<file path="src/rtl/gcm_sequencer.sv">
// gcm_sequencer: drives the GCTR engine through H, E(K,Y0) and N counter-mode blocks per message.
// Optional request watchdog enabled by defining GCM_SEQ_TIMEOUT_EN.
module gcm_sequencer #(
  parameter int CNT_W     = 16,
  parameter int TO_CYCLES = 255
) (
  input  logic             iClk,
  input  logic             iRst,
  input  logic             iStart,
  input  logic             iAbort,
  input  logic [0:255]     iKey,
  input  logic             iKeylen,
  input  logic             iEncdec,
  input  logic [0:95]      iIV,
  input  logic [CNT_W-1:0] iNumBlocks,
  input  logic [0:127]     iBlock,
  input  logic             iBlock_valid,
  output logic             oBlock_ready,
  output logic [0:127]     oH,
  output logic             oH_valid,
  output logic [0:127]     oEkY0,
  output logic             oEkY0_valid,
  output logic [0:127]     oData,
  output logic             oData_valid,
  output logic             oBusy,
  output logic             oDone,
  output logic             oError,
  output logic             oGctrRst,
  output logic             oGctrInit,
  output logic [0:255]     oGctrKey,
  output logic             oGctrKey_valid,
  output logic             oGctrKeylen,
  output logic             oGctrEncdec,
  output logic [0:95]      oGctrIV,
  output logic             oGctrIV_valid,
  output logic             oGctrHashKey,
  output logic             oGctrY0,
  output logic [0:127]     oGctrBlock,
  output logic             oGctrBlock_valid,
  input  logic [0:127]     iGctrResult,
  input  logic             iGctrResult_valid
);
  typedef enum logic [3:0] {IDLE, CLR, REQ_H, GAP_H, REQ_Y0, GAP_Y0, WAIT_IN, REQ_BLK, GAP_BLK, DONE} state_t;
  state_t r_state, w_next;
  logic [CNT_W-1:0] r_cnt;
  logic r_abt, w_start, w_req, w_to, w_abort, w_res;
  assign w_start = r_state == IDLE && iStart;
  assign w_req   = r_state inside {REQ_H, REQ_Y0, REQ_BLK};
  assign w_abort = r_state != IDLE && (iAbort || w_to);
  assign w_res   = w_req && iGctrResult_valid && !w_abort;
`ifdef GCM_SEQ_TIMEOUT_EN
  localparam int WD_W = $clog2(TO_CYCLES + 1) < 8 ? 8 : $clog2(TO_CYCLES + 1);
  logic [WD_W-1:0] r_wd;
  logic r_err;
  assign w_to   = w_req && !iGctrResult_valid && r_wd == WD_W'(TO_CYCLES - 1);
  assign oError = r_err;
  always_ff @(posedge iClk) begin
    if (iRst) begin
      r_wd  <= '0;
      r_err <= 1'b0;
    end else begin
      r_wd  <= w_req && !iGctrResult_valid ? r_wd + 1'b1 : '0;
      r_err <= w_to | (r_err & ~w_start);
    end
  end
`else
  assign w_to   = 1'b0;
  assign oError = 1'b0;
`endif
  always_ff @(posedge iClk) r_state <= iRst ? IDLE : w_next;
  always_comb begin
    w_next = r_state;
    if (w_abort) w_next = CLR;
    else case (r_state)
      IDLE:    w_next = iStart ? CLR : IDLE;
      CLR:     w_next = r_abt ? IDLE : REQ_H;
      REQ_H:   w_next = iGctrResult_valid ? GAP_H : REQ_H;
      GAP_H:   w_next = REQ_Y0;
      REQ_Y0:  w_next = iGctrResult_valid ? GAP_Y0 : REQ_Y0;
      GAP_Y0:  w_next = r_cnt == '0 ? DONE : WAIT_IN;
      WAIT_IN: w_next = iBlock_valid ? REQ_BLK : WAIT_IN;
      REQ_BLK: w_next = iGctrResult_valid ? GAP_BLK : REQ_BLK;
      GAP_BLK: w_next = r_cnt > CNT_W'(1) ? WAIT_IN : DONE;
      default: w_next = IDLE;
    endcase
  end
  // r_abt is only consulted in CLR, so it marks a CLR entered by abort/timeout
  always_ff @(posedge iClk) begin
    if (iRst) begin
      r_abt <= 1'b0; r_cnt <= '0;
      oGctrKey <= '0; oGctrKeylen <= 1'b0; oGctrEncdec <= 1'b0; oGctrIV <= '0; oGctrBlock <= '0;
      oGctrInit <= 1'b0; oGctrHashKey <= 1'b0; oGctrY0 <= 1'b0; oGctrRst <= 1'b0;
      oBlock_ready <= 1'b0; oBusy <= 1'b0; oDone <= 1'b0;
      oH <= '0; oEkY0 <= '0; oData <= '0;
      oH_valid <= 1'b0; oEkY0_valid <= 1'b0; oData_valid <= 1'b0;
    end else begin
      r_abt <= w_abort;
      if (w_start) begin
        oGctrKey <= iKey; oGctrKeylen <= iKeylen; oGctrEncdec <= iEncdec; oGctrIV <= iIV; r_cnt <= iNumBlocks;
      end else if (r_state == GAP_BLK && r_cnt != '0) r_cnt <= r_cnt - 1'b1;
      oGctrBlock   <= w_next == REQ_BLK ? (r_state == WAIT_IN ? iBlock : oGctrBlock) : '0;
      oGctrInit    <= w_next inside {REQ_H, REQ_Y0, REQ_BLK};
      oGctrHashKey <= w_next == REQ_H;
      oGctrY0      <= w_next == REQ_Y0;
      oGctrRst     <= w_next == CLR;
      oBlock_ready <= w_next == WAIT_IN;
      oBusy        <= w_next != IDLE;
      oDone        <= w_next == DONE;
      oH_valid     <= w_res && r_state == REQ_H;
      oEkY0_valid  <= w_res && r_state == REQ_Y0;
      oData_valid  <= w_res && r_state == REQ_BLK;
      oH    <= w_res && r_state == REQ_H   ? iGctrResult : oH;
      oEkY0 <= w_res && r_state == REQ_Y0  ? iGctrResult : oEkY0;
      oData <= w_res && r_state == REQ_BLK ? iGctrResult : oData;
    end
  end
  assign oGctrKey_valid   = oGctrInit;
  assign oGctrIV_valid    = oGctrInit;
  assign oGctrBlock_valid = oGctrInit;
endmodule

</file>
<file path="config.mk">
export PLATFORM = sky130hd
export DESIGN_NAME = gcm_sequencer
export DESIGN_NICKNAME = d
export VERILOG_FILES = /design/src/rtl/gcm_sequencer.sv
export SDC_FILE = /design/constraint.sdc
export NUM_CORES = 2
export LEC_CHECK = 0
export ABC_AREA = 1
export BUFFER_PORTS_ARGS = -buffer_cell sky130_fd_sc_hd__clkbuf_2
export CAP_MARGIN = 20
export CORE_AREA = 2 2 587 589
export CTS_BUF_LIST = sky130_fd_sc_hd__clkbuf_8
export CTS_CLUSTER_SIZE = 25
export DETAILED_ROUTE_END_ITERATION = 12
export DIE_AREA = 0 0 589 591
export PLACE_DENSITY = 0.31
export SLEW_MARGIN = 40
export SYNTH_ARGS = -nofsm -noshare
export SYNTH_HDL_FRONTEND = slang
export SYNTH_SLANG_ARGS = --single-unit
</file>
<file path="constraint.sdc">
create_clock -name iClk -period 2.3 [get_ports iClk]
set_clock_uncertainty 0.15 [all_clocks]
set_input_delay 0.115 -clock iClk [delete_from_list [all_inputs] [get_ports iClk]]
set_output_delay 0.115 -clock iClk [all_outputs]
set_load 0.02 [all_outputs]
</file>
## Yosys cells after proc, flatten, opt, wreduce, memory -nomap -nowiden

Index checks and enable logic that the tools add are counted.

- Flip-flop bits (word level): 897
- Input bits: 632
- Output and inout bits: 880
- Word-level logic and storage cells: 68

- Add/subtract/negate cells: 1
- Magnitude comparators: 1
- Equal/unequal tests: 14
- Muxes and demuxes: 12
- Bitwise gates (word level): 1
- Reductions and logical operators: 18

Operators by type and width:

| kind | count |
|---|---|
| $pmux 4 s9 | 1 |
| $mux 16 | 2 |
| $eq 4x3->1 const B | 7 |
| $gt 16x1->1 const B | 1 |
| $logic_not 16->1 | 1 |
| $mux 4 | 4 |
| $reduce_bool 16->1 | 1 |
| $sub 16x1->16 const B | 1 |
| $eq 4x2->1 const B | 3 |
| $eq 4x1->1 const B | 2 |
| $eq 4x4->1 const B | 2 |
| $logic_and 1x1->1 | 8 |
| $reduce_bool 4->1 | 2 |
| $reduce_bool 3->1 | 2 |
| $logic_not 4->1 | 1 |
| $mux 1 | 4 |
| $mux 2 | 1 |
| $reduce_bool 2->1 | 1 |
| $reduce_or 2->1 | 1 |
| $logic_not 1->1 | 1 |
| $not 1->1 | 1 |

## Depth between registers and ports, before layout

- Word-level depth: 7
- Gate-level depth with buffers: 12
- Gate-level depth less buffers: 12

## Worst setup path after synthesis

No wires, ideal clock.

- Path kind: register -> register
- Start: register r_cnt[1]
- End: register r_cnt[14]
- Setup time: 0.132 ns
- Arrival: 1.638 ns
- Path slack: 0.380 ns
- Stages on the path, launching flop included: 13
- Path buffers: 1
- Period minus slack after synthesis: 1.920 ns
- Path through: dfxtp_1 -> inv_1 -> ha_1 -> nand2_1 -> nor2_1 -> nand2_1 -> nand2_2 -> inv_2 -> nor2_2 -> inv_2 -> buf_6 -> o211ai_1 -> a21oi_1

- Cells in the longest elaborated chain, start to end: 3
- Elaborated cells on any way between the ends: 6
- Those cells by class: add/sub: 1; mux: 2; reduce/logical: 3

RTL lines:

| element | line | source |
|---|---|---|
| from (decl) | 45 | `logic [CNT_W-1:0] r_cnt;` |
| from (signal assigned) | 99 | `oGctrKey <= iKey; oGctrKeylen <= iKeylen; oGctrEncdec <= iEncdec; oGctrIV <= iIV; r_cnt <= iNumBlocks;` |
| from (signal assigned) | 100 | `end else if (r_state == GAP_BLK && r_cnt != '0) r_cnt <= r_cnt - 1'b1;` |
| $sub 16x1->16 or $reduce_bool 16->1 (tied branches) | 100 |  |
| $mux 16 or $logic_and 1x1->1 (tied branches) | 100 |  |
| $mux 16 or $reduce_bool 2->1 (tied branches) | - |  |

Parallel ways exist; a longest one is shown, timed or not. The select of a mux whose other input is x is not followed.
A chain may end at the register's enable or synchronous reset.

## Worst setup path in the final report

- Start: register r_state[1]
- End: register r_cnt[2]

- Cells in the longest elaborated chain, start to end: 3
- Elaborated cells on any way between the ends: 6
- Those cells by class: eq/ne: 1; mux: 1; reduce/logical: 4

RTL lines:

| element | line | source |
|---|---|---|
| from (decl) | 44 | `state_t r_state, w_next;` |
| from (signal assigned) | 70 | `always_ff @(posedge iClk) r_state <= iRst ? IDLE : w_next;` |
| $eq 4x4->1 or $logic_not 4->1 (tied branches) | 100, 47 |  |
| $logic_and 1x1->1, on equally long branches | 100, 47 |  |
| $reduce_bool 2->1 (no source line) or $mux 16 (tied branches) | - |  |

Parallel ways exist; a longest one is shown, timed or not.

==> impl_metrics.tcl <==
set metrics [dict create \
    syn_inst 3892 \
    synthToLayoutAreaGrowth_pct 94.90 \
    dieArea_um2 348100 \
    cts.sinks 897 \
    antenna_found_initial 55 \
    grt_pass1_wl_um 324900 \
    die_y_um 591 \
    cp_max_fo 33 \
    syn_avg_cell_area_um2 8.352 \
    drv_slew 0 \
    r2r_start "r_state[1]$_SDFF_PP0_" \
    hold_end "oData[62]$_SDFFE_PP0P_" \
    hp-start "iGctrResult[62]" \
    rows 215 \
    end_kind "flop" \
    gp_congestion 0.9267 \
    htreeDepth 4 \
    grt_setup_unrepaired "true" \
    portBuffers 1510 \
    post-route-period-util 0.9628 \
    path_class "flop to flop" \
    start_util 0.09508 \
    clockBufferDepth 4 \
    ys_seq_elements 897 \
    die_x_um 589 \
    timing.hold.ws_ns 0.1041 \
    min_path_cells 4 \
    wl_per_cell_um 21.21 \
    core_um2 341900 \
    synth-seq-area-share 0.5524 \
    leakage_nw 26.34 \
    stdcell_area_um2 63360 \
    drcViolationCount 0 \
    clk_latency_ns 0.94 \
    startpoint_type "flop" \
    rrSetupSlack_ns 0.09 \
    clock.fmax_mhz 451.6 \
    drt_wl_total_um 243900 \
    fin_crit_ns 2.214 \
    mostFrequentLayoutCells "clkbuf_2 (1,509), dlygate4sd3_1 (1,265), dfxtp_1 (891), nand2_1 (770), a21oi_1 (621)" \
    setup_violations 0 \
    numCtsBuffers 188 \
    viasPerCell 3.368 \
    root_buffer "clkbuf_8" \
    synth_cell_type_count 28 \
    mappedNetlistArea_um2 32510 \
    power_mw 46.37 \
    yosys_warnings 0 \
    highest_layer "met5" \
    critPathArrivalTime_ns 2.92 \
    pwr_density_cell_nw_per_um2 731.8 \
    met2WireLength_um 112700 \
    slew_headroom 0.5592 \
    worstMarginPinSlew_ns 0.6611 \
    place_area_um2 46630 \
    dr_wl_met3_um 28280 \
    reg2reg_to "r_cnt[2]$_SDFFE_PP0P_" \
    max_cap_viol_count 0 \
    hold_viol_final 0 \
    final_common_cell "clkbuf_2" \
    drt_iter0_drc 2028 \
    ir_worst_vdd_mv 0.3688 \
    hold_path.class "primary input to flop" \
    grt_use_total 0.1330 \
    required_ns 3.00 \
    grt_pass1_vias 39200 \
    cts_tree "yes" \
    grt_overflow 0 \
    final_nets 7411 \
    via_count 38730 \
    m1WireLength_um 94750 \
    grt_max_degree 103 \
    place_hpwl_um 194200 \
    ioPinCount 1512 \
    ff2ff_path_depth 9 \
    path_clk_slew_ns 0.06 \
    dr.pass1.iters 5 \
    syn_nets 4526 \
    ant_nets 0 \
    drive_gt1_frac 0.3115 \
    outcome "complete, no violations" \
]
[synth_stat cells]
master	n	area (um2)
dfxtp_1	897	17960
nand2_1	771	2894
a21oi_1	621	3108
o21ai_0	398	1992
nor2_1	294	1104
inv_1	280	1051
clkbuf_1	159	596.8
mux2i_1	128	1281
nor3_2	121	1211
buf_2	104	520.5
nand3_1	23	115.1
buf_4	15	112.6
buf_6	14	157.7
nor3_1	10	50.05
o211ai_1	9	67.56
inv_2	7	26.28
nor2_2	7	43.79
buf_1	6	22.52
nand4_1	6	37.54
a31oi_1	5	31.28
o21ai_1	3	15.01
or2_2	3	18.77
ha_1	2	25.02
nand2_2	2	12.51
nand3_2	2	20.02
nand3b_1	2	15.01
xor2_1	2	17.52
conb_1	1	3.750
[per-layer routing]
metal  vias to the layer above  GRT usage
met5                         -          0
met1                     18410     0.1473
met4                        14    0.04384
met3                       302    0.06763
met2                      1486     0.2196
li1                      18520          -
[cell families after synthesis]
logic type	share of synthesized area
AO/OA/AOI/OAI	0.1604
multiplexers	0.03941
AND/OR/NAND/NOR	0.1699
XOR/XNOR	0.0005390
other	0.0001154
adder cells (fa/ha/maj)	0.0007697
buffers and inverters	0.07652
flip-flops	0.5524
[flip-flops by register name (all words and copies together) (netlist names), 4 cells and up]
name        cells
oData         128
oEkY0         128
oGctrBlock    128
oGctrIV        96
oGctrKey      256
oH            128
r_cnt          16
r_state         4
[repair_timing]
item                                    in CTS  in global routing
cloned                                       0                  2
hold endpoints to repair                   897                  0
pin swaps                                    0                  2
buffers inserted                             0                  1
gates resized for setup                      7                 21
hold buffers                              1266                  0
endpoints found under the setup margin      14                246
[metrics by stage]
stage	setup WS, ns	utilization	TNS, ns	cells
after floorplan	0.3798	-	0	3892
after global placement	-0.2152	0.1364	-0.6021	9875
after detailed placement	-0.1667	0.1364	-0.1667	9875
after CTS	0.0001170	0.1847	0	11470
after global routing	-0.01469	0.1852	-0.01469	11490
final	0.08565	0.1853	0	11500
[worst max-delay path by stage]
| stage | start | end | slack, ns | depth (start not counted) |
|---|---|---|---|---|
| 2_1_floorplan | r_cnt[1]$_SDFFE_PP0P_ | r_cnt[14]$_SDFFE_PP0P_ | 0.38 | 12 |
| 3_3_place_gp | r_state[2]$_SDFF_PP0_ | oData[91]$_SDFFE_PP0P_ | -0.22 | 10 |
| 3_5_place_dp | r_state[2]$_SDFF_PP0_ | oData[91]$_SDFFE_PP0P_ | -0.17 | 10 |
| 4_1_cts | oGctrIV[57]$_SDFFE_PP0P_ | oGctrIV[57] | 0.0001 | 1 |
| 5_1_grt | r_state[1]$_SDFF_PP0_ | r_cnt[2]$_SDFFE_PP0P_ | -0.01 | 9 |
| 6_report | r_state[1]$_SDFF_PP0_ | r_cnt[2]$_SDFFE_PP0P_ | 0.09 | 9 |
[power by group]
group | total (mW) | switching (mW) | internal (mW)
combinational | 11.0 | 6.87 | 4.15
sequential | 17.3 | 0.699 | 16.6
clock | 18.1 | 8.35 | 9.71
[critical path, stage by stage, from the launching register on]
cell           delay [ns]
dfxtp_2              0.34
nor2_2               0.24
nand3_4              0.19
buf_12               0.22
nand3_1              0.10
o21ai_0              0.07
dlygate4sd3_1        0.56
nand2_1              0.07
nand2_1              0.05
a31oi_1              0.13
[final cells by class]
class,instances,area (um2)
clock inverters,97,646.9
well taps,4557,5702
inverters,287,1097
diodes,26,65.06
repair buffers,2993,22530
clock buffers,232,3193
multi-input cells,2410,12160
fillers,38850,278600
flip-flops and latches,897,17960
(Power assumes the default switching activity.)
